<file path="config.mk">
export PLATFORM = sky130hd
export DESIGN_NAME = branch_predictor
export DESIGN_NICKNAME = d
export VERILOG_FILES = /design/src/rtl/branch_pkg.sv /design/src/rtl/sat_counter_table.sv /design/src/rtl/branch_predictor.sv
export SDC_FILE = /design/constraint.sdc
export NUM_CORES = 1
export LEC_CHECK = 0
export BUFFER_PORTS_ARGS = -buffer_cell sky130_fd_sc_hd__buf_2
export CORE_MARGIN = 2
export CORE_UTILIZATION = 50
export CTS_CLUSTER_DIAMETER = 150
export CTS_CLUSTER_SIZE = 28
export DETAILED_ROUTE_END_ITERATION = 8
export PLACE_DENSITY_LB_ADDON = 0.3
export SETUP_SLACK_MARGIN = 0.2
export SLEW_MARGIN = 20
export SYNTH_ARGS = -nofsm -noshare
export SYNTH_HDL_FRONTEND = slang
export SYNTH_HIERARCHICAL = 1
export SYNTH_SLANG_ARGS = --single-unit
</file>
<file path="constraint.sdc">
create_clock -name clk -period 12.5 [get_ports clk]
set_input_delay 2.5 -clock clk [delete_from_list [all_inputs] [get_ports clk]]
set_output_delay 2.5 -clock clk [all_outputs]
set_load 0.02 [all_outputs]
</file>
<file path="src/rtl/branch_pkg.sv">
// Shared decode constants and helpers for the decode-stage branch predictor.
package branch_pkg;

    localparam logic [6:0] OP_JAL    = 7'b1101111;
    localparam logic [6:0] OP_JALR   = 7'b1100111;
    localparam logic [6:0] OP_BRANCH = 7'b1100011;

    // Weakly not-taken: just below the taken/not-taken midpoint.
    function automatic int unsigned cnt_reset(input int unsigned width);
        return (32'd1 << (width - 1)) - 32'd1;
    endfunction

    function automatic int unsigned cnt_max(input int unsigned width);
        return (32'd1 << width) - 32'd1;
    endfunction

    function automatic logic [31:0] imm_i(input logic [31:0] inst);
        return {{20{inst[31]}}, inst[31:20]};
    endfunction

    function automatic logic [31:0] imm_b(input logic [31:0] inst);
        return {{19{inst[31]}}, inst[31], inst[7], inst[30:25], inst[11:8], 1'b0};
    endfunction

    function automatic logic [31:0] imm_j(input logic [31:0] inst);
        return {{11{inst[31]}}, inst[31], inst[19:12], inst[20], inst[30:21], 1'b0};
    endfunction

endpackage

</file>
<file path="src/rtl/sat_counter_table.sv">
// Table of saturating counters: one async read port, one saturating update port.
module sat_counter_table
    import branch_pkg::*;
#(
    parameter int unsigned DEPTH     = 64,
    parameter int unsigned CNT_WIDTH = 2,
    parameter int unsigned IDX_W     = $clog2(DEPTH)
) (
    input  logic                 clk,
    input  logic                 rst_n,
    input  logic [IDX_W-1:0]     rd_index,
    output logic [CNT_WIDTH-1:0] rd_cnt,
    input  logic                 wr_en,
    input  logic [IDX_W-1:0]     wr_index,
    input  logic                 wr_inc
);

    localparam logic [CNT_WIDTH-1:0] CNT_RST = CNT_WIDTH'(cnt_reset(CNT_WIDTH));
    localparam logic [CNT_WIDTH-1:0] CNT_MAX = CNT_WIDTH'(cnt_max(CNT_WIDTH));

    logic [CNT_WIDTH-1:0] cnt_q [DEPTH];
    logic [CNT_WIDTH-1:0] wr_cur;
    logic [CNT_WIDTH-1:0] wr_next;

    // Lookup sees the pre-update value; no write-to-read bypass.
    assign rd_cnt = cnt_q[rd_index];
    assign wr_cur = cnt_q[wr_index];

    // Saturating step toward the resolved outcome.
    always_comb begin
        wr_next = wr_cur;
        if (wr_inc && (wr_cur != CNT_MAX)) begin
            wr_next = wr_cur + CNT_WIDTH'(1);
        end else if (!wr_inc && (wr_cur != '0)) begin
            wr_next = wr_cur - CNT_WIDTH'(1);
        end
    end

    // Counter storage, cleared to weakly not-taken on reset.
    always_ff @(posedge clk or negedge rst_n) begin
        if (!rst_n) begin
            for (int i = 0; i < int'(DEPTH); i++) begin
                cnt_q[i] <= CNT_RST;
            end
        end else if (wr_en) begin
            cnt_q[wr_index] <= wr_next;
        end
    end

endmodule

</file>
<file path="src/rtl/branch_predictor.sv">
// Decode-stage branch resolver: decodes jumps/branches, computes targets and
// predicts conditional branches from a bimodal or gshare-indexed counter table.
module branch_predictor
    import branch_pkg::*;
#(
    parameter int unsigned INST_WIDTH      = 32,
    parameter int unsigned INST_ADDR_WIDTH = 32,
    parameter int unsigned REGISTER_WIDTH  = 32,
    parameter int unsigned BHT_DEPTH       = 64,
    parameter int unsigned CNT_WIDTH       = 2,
    parameter bit          USE_GSHARE      = 1'b1,
    localparam int unsigned IDX_W          = $clog2(BHT_DEPTH)
) (
    input  logic                       clk,
    input  logic                       rst_n,
    input  logic                       enable,
    input  logic [INST_WIDTH-1:0]      inst_IF_ID,
    input  logic [INST_ADDR_WIDTH-1:0] PC_IF_ID,
    input  logic [REGISTER_WIDTH-1:0]  rs1_data,
    output logic                       branch_taken,
    output logic                       branch_source,
    output logic [INST_ADDR_WIDTH-1:0] branch_jalr_target,
    output logic [INST_ADDR_WIDTH-1:0] branch_jal_beq_bne_target,
    output logic [IDX_W-1:0]           pred_index,
    output logic [IDX_W-1:0]           pred_ghr,
    input  logic                       upd_valid,
    input  logic [IDX_W-1:0]           upd_index,
    input  logic                       upd_taken,
    input  logic                       upd_mispredict,
    input  logic [IDX_W-1:0]           upd_ghr
);

    logic [6:0]                 opcode;
    logic                       is_cond;
    logic [IDX_W-1:0]           ghr_q;
    logic [IDX_W-1:0]           ghr_d;
    logic [IDX_W-1:0]           lookup_idx;
    logic [CNT_WIDTH-1:0]       lookup_cnt;
    logic                       pred_taken;
    logic [INST_ADDR_WIDTH-1:0] jalr_sum;

    assign opcode     = inst_IF_ID[6:0];
    assign is_cond    = enable && (opcode == OP_BRANCH);
    assign lookup_idx = PC_IF_ID[IDX_W+1:2] ^ (USE_GSHARE ? ghr_q : '0);
    assign pred_taken = lookup_cnt[CNT_WIDTH-1];
    assign jalr_sum   = INST_ADDR_WIDTH'(rs1_data)
                      + INST_ADDR_WIDTH'(signed'(imm_i(inst_IF_ID[31:0])));

    sat_counter_table #(
        .DEPTH     (BHT_DEPTH),
        .CNT_WIDTH (CNT_WIDTH),
        .IDX_W     (IDX_W)
    ) u_table (
        .clk      (clk),
        .rst_n    (rst_n),
        .rd_index (lookup_idx),
        .rd_cnt   (lookup_cnt),
        .wr_en    (upd_valid),
        .wr_index (upd_index),
        .wr_inc   (upd_taken)
    );

    // Redirect decision and targets; every output is zero unless its class matches.
    always_comb begin
        branch_taken              = 1'b0;
        branch_source             = 1'b0;
        branch_jalr_target        = '0;
        branch_jal_beq_bne_target = '0;
        pred_index                = '0;
        pred_ghr                  = '0;
        if (enable) begin
            unique case (opcode)
                OP_JAL: begin
                    branch_taken              = 1'b1;
                    branch_jal_beq_bne_target = PC_IF_ID
                        + INST_ADDR_WIDTH'(signed'(imm_j(inst_IF_ID[31:0])));
                end
                OP_JALR: begin
                    branch_taken       = 1'b1;
                    branch_source      = 1'b1;
                    branch_jalr_target = {jalr_sum[INST_ADDR_WIDTH-1:1], 1'b0};
                end
                OP_BRANCH: begin
                    branch_taken              = pred_taken;
                    branch_jal_beq_bne_target = PC_IF_ID
                        + INST_ADDR_WIDTH'(signed'(imm_b(inst_IF_ID[31:0])));
                    pred_index                = lookup_idx;
                    pred_ghr                  = ghr_q;
                end
                default: ;
            endcase
        end
    end

    // History next-state: EX repair overrides the speculative shift.
    always_comb begin
        ghr_d = ghr_q;
        if (upd_valid && upd_mispredict) begin
            ghr_d = IDX_W'({upd_ghr, upd_taken});
        end else if (is_cond) begin
            ghr_d = IDX_W'({ghr_q, pred_taken});
        end
    end

    // Global history register.
    always_ff @(posedge clk or negedge rst_n) begin
        if (!rst_n) begin
            ghr_q <= '0;
        end else begin
            ghr_q <= ghr_d;
        end
    end

endmodule

</file>
==> metrics.txt <==
# DRC 0; gr ovfl total 0; vias in the first global route between 9,000 and 10,000; Tcrit/Tclk final between 70% and 80%; crit path DAT between 6 and 7 ns; CP endpoint kind output pin; CTS tree yes; remaining antenna violation count after routing 0; first-pass GRT wire length 52.8 mm; FF+latch area between 3000 and 4000 um^2; via count just over 10,000; routed vias/inst 6.16; Setup TNS 0 ns; design area ~13,000 um^2; Syn Std Cell Area about 11,000 um^2; Max-Cap Viols 0; run status completed; Worst Hold End u_table/cnt_q[78]; hold_sp u_table/cnt_q[78]; die extent in x roughly 150 um; num ports 192; syn avg cell area roughly 9.2 um^2; area delta synth->final 14.2%; Worst Hold Depth 2; Startpoint Class input pin; Tmin final roughly 9 ns; total wire length about 34 mm; Worst Skew between 0.007 and 0.008 ns; worst reg-to-reg setup slack about 8.4 ns; Reg clk slew, reported paths 0.06 ns; fin worst setup slack 3.73 ns; final count of negative-setup-slack endpoints 0; fillcell total ~2,000; row cnt 55; Layout Cells excl Fill about 1,700; Hold Path Class flip-flop to flip-flop; gpl congestion 0.937; placed cell count approximately 1,600; IO Port Bufs between 150 and 200; number of CTS-inserted buffers 17; DP Area approximately 12,000 um^2; Critical Path RT around 10 ns; clock tree root driver cell clkbuf_16; Initial Utilization roughly half; Reg2Reg Launch Point u_table/cnt_q[18]; WL/cell just over 20 um; Setup CP Type input pin to output pin; hold-fix buffers at CTS 0; Worst-Margin Slew between 0.9 and 1 ns; all-layer global routing usage between 20% and 30%; Rel. slew slack about 35%; fmax 0.114 GHz; initial antenna violation count 0; Hold Slack slightly above 0.5 ns; Die Y roughly 150 um; Synth warnings 6; Net Count, Synth between 1,000 and 1,500; peak supply drop ~0.10 mV; Clk Latency, worst-skew pair ~0.42 ns; Slew Limit Fails 0; Place WS roughly 3.9 ns; R2R depth 11; Setup Buffers After CTS 0; area of the multi-input gates approximately 7500 um^2; Hold Vio Cnt, Final 0; Clock H-tree levels 4; full die area between 20,000 and 25,000 um^2; Core ar. ~22,000 um^2; post-DP HPWL 24.7 mm; Reg-to-Reg End u_table/cnt_q[83]; Initial DRC Count 933; CTS resizes 0; 1st-pass router iterations 5; Layout Nets ~1,600; critical path peak fanout 13; leakage just under 6 nW; layout cells sized above 1 32.4%; Syn Inst Count roughly 1,200; CTS Sinks ~130; Clock Path Buffers 2; RSZ-0062 raised after global routing no; pin count of the biggest net entering global routing 69; Power Density 128 nW/um^2
-- worst max-delay path by stage --
stage | to | startpoint | slack (ns)
after floorplan | branch_jal_beq_bne_target[30] | inst_IF_ID[5] | 4.41
after global placement | branch_jal_beq_bne_target[18] | inst_IF_ID[1] | 3.90
after detailed placement | branch_jal_beq_bne_target[18] | inst_IF_ID[1] | 3.86
after CTS | branch_jal_beq_bne_target[18] | inst_IF_ID[1] | 3.86
after global routing | branch_jal_beq_bne_target[18] | inst_IF_ID[1] | 3.48
final | branch_jal_beq_bne_target[18] | inst_IF_ID[1] | 3.73
-- layout by cell type (no fill, tap or decap), drive strengths merged, types with 27 or more instances in the layout --
cell / instances
nand3: 32
a21oi: 125
mux2: 73
o21ai: 45
nand2: 63
a21o: 38
mux4: 33
nor2: 208
mux2i: 27
dfstp: 64
xor2: 34
ha: 65
dfrtp: 70
buf: 197
-- sequential cells by signal, indices dropped and copies added (netlist names) --
name and cells:
u_table/cnt_q 128, ghr_q 6
-- power breakdown --
part	internal (mW)	leakage, nW	switching (mW)
sequential	0.556	1.59	0.0644
combinational	0.243	3.98	0.302
clock	0.308	0.288	0.181
total	1.11	5.86	0.547
-- layer usage --
metal / wire length [um] / vias to the layer above / global-route usage, %
met5: 0 / - / 0
met4: 910 / 0 / 9.39
met3: 2590 / 65 / 4.82
met2: 16200 / 480 / 47.0
met1: 14200 / 4956 / 36.9
li1: - / 4864 / -
-- stage by stage --
step | utilization (%) | total power [mW]
after detailed placement | 55.1 | 1.16
after floorplan | - | 1.02
after CTS | 57.7 | 1.65
after global placement | 55.1 | 1.14
final | 57.7 | 1.65
after global routing | 57.7 | 1.74
-- worst max-delay path: stages --
cell and delay, ns:
buf_2 0.08, nand3_1 0.08, nor3b_2 0.40, nand2_1 0.39, mux2_2 0.41, ha_1 0.30, a211oi_1 0.37, o21ai_0 0.19
a21boi_0 0.45, o21ai_1 0.33, a21oi_1 0.29, xor2_1 0.24, nor2_1 0.06, buf_2 0.18
-- final cells by class --
type                    count  area share [%]
flip-flops and latches    134            26.5
clock inverters             8           0.754
repair buffers            197            7.79
diodes                      1          0.0193
inverters                  23           0.667
well taps                 285            2.76
clock buffers              24            3.72
multi-input cells        1010            57.8
Note: power is estimated with default switching activity, not from simulation.
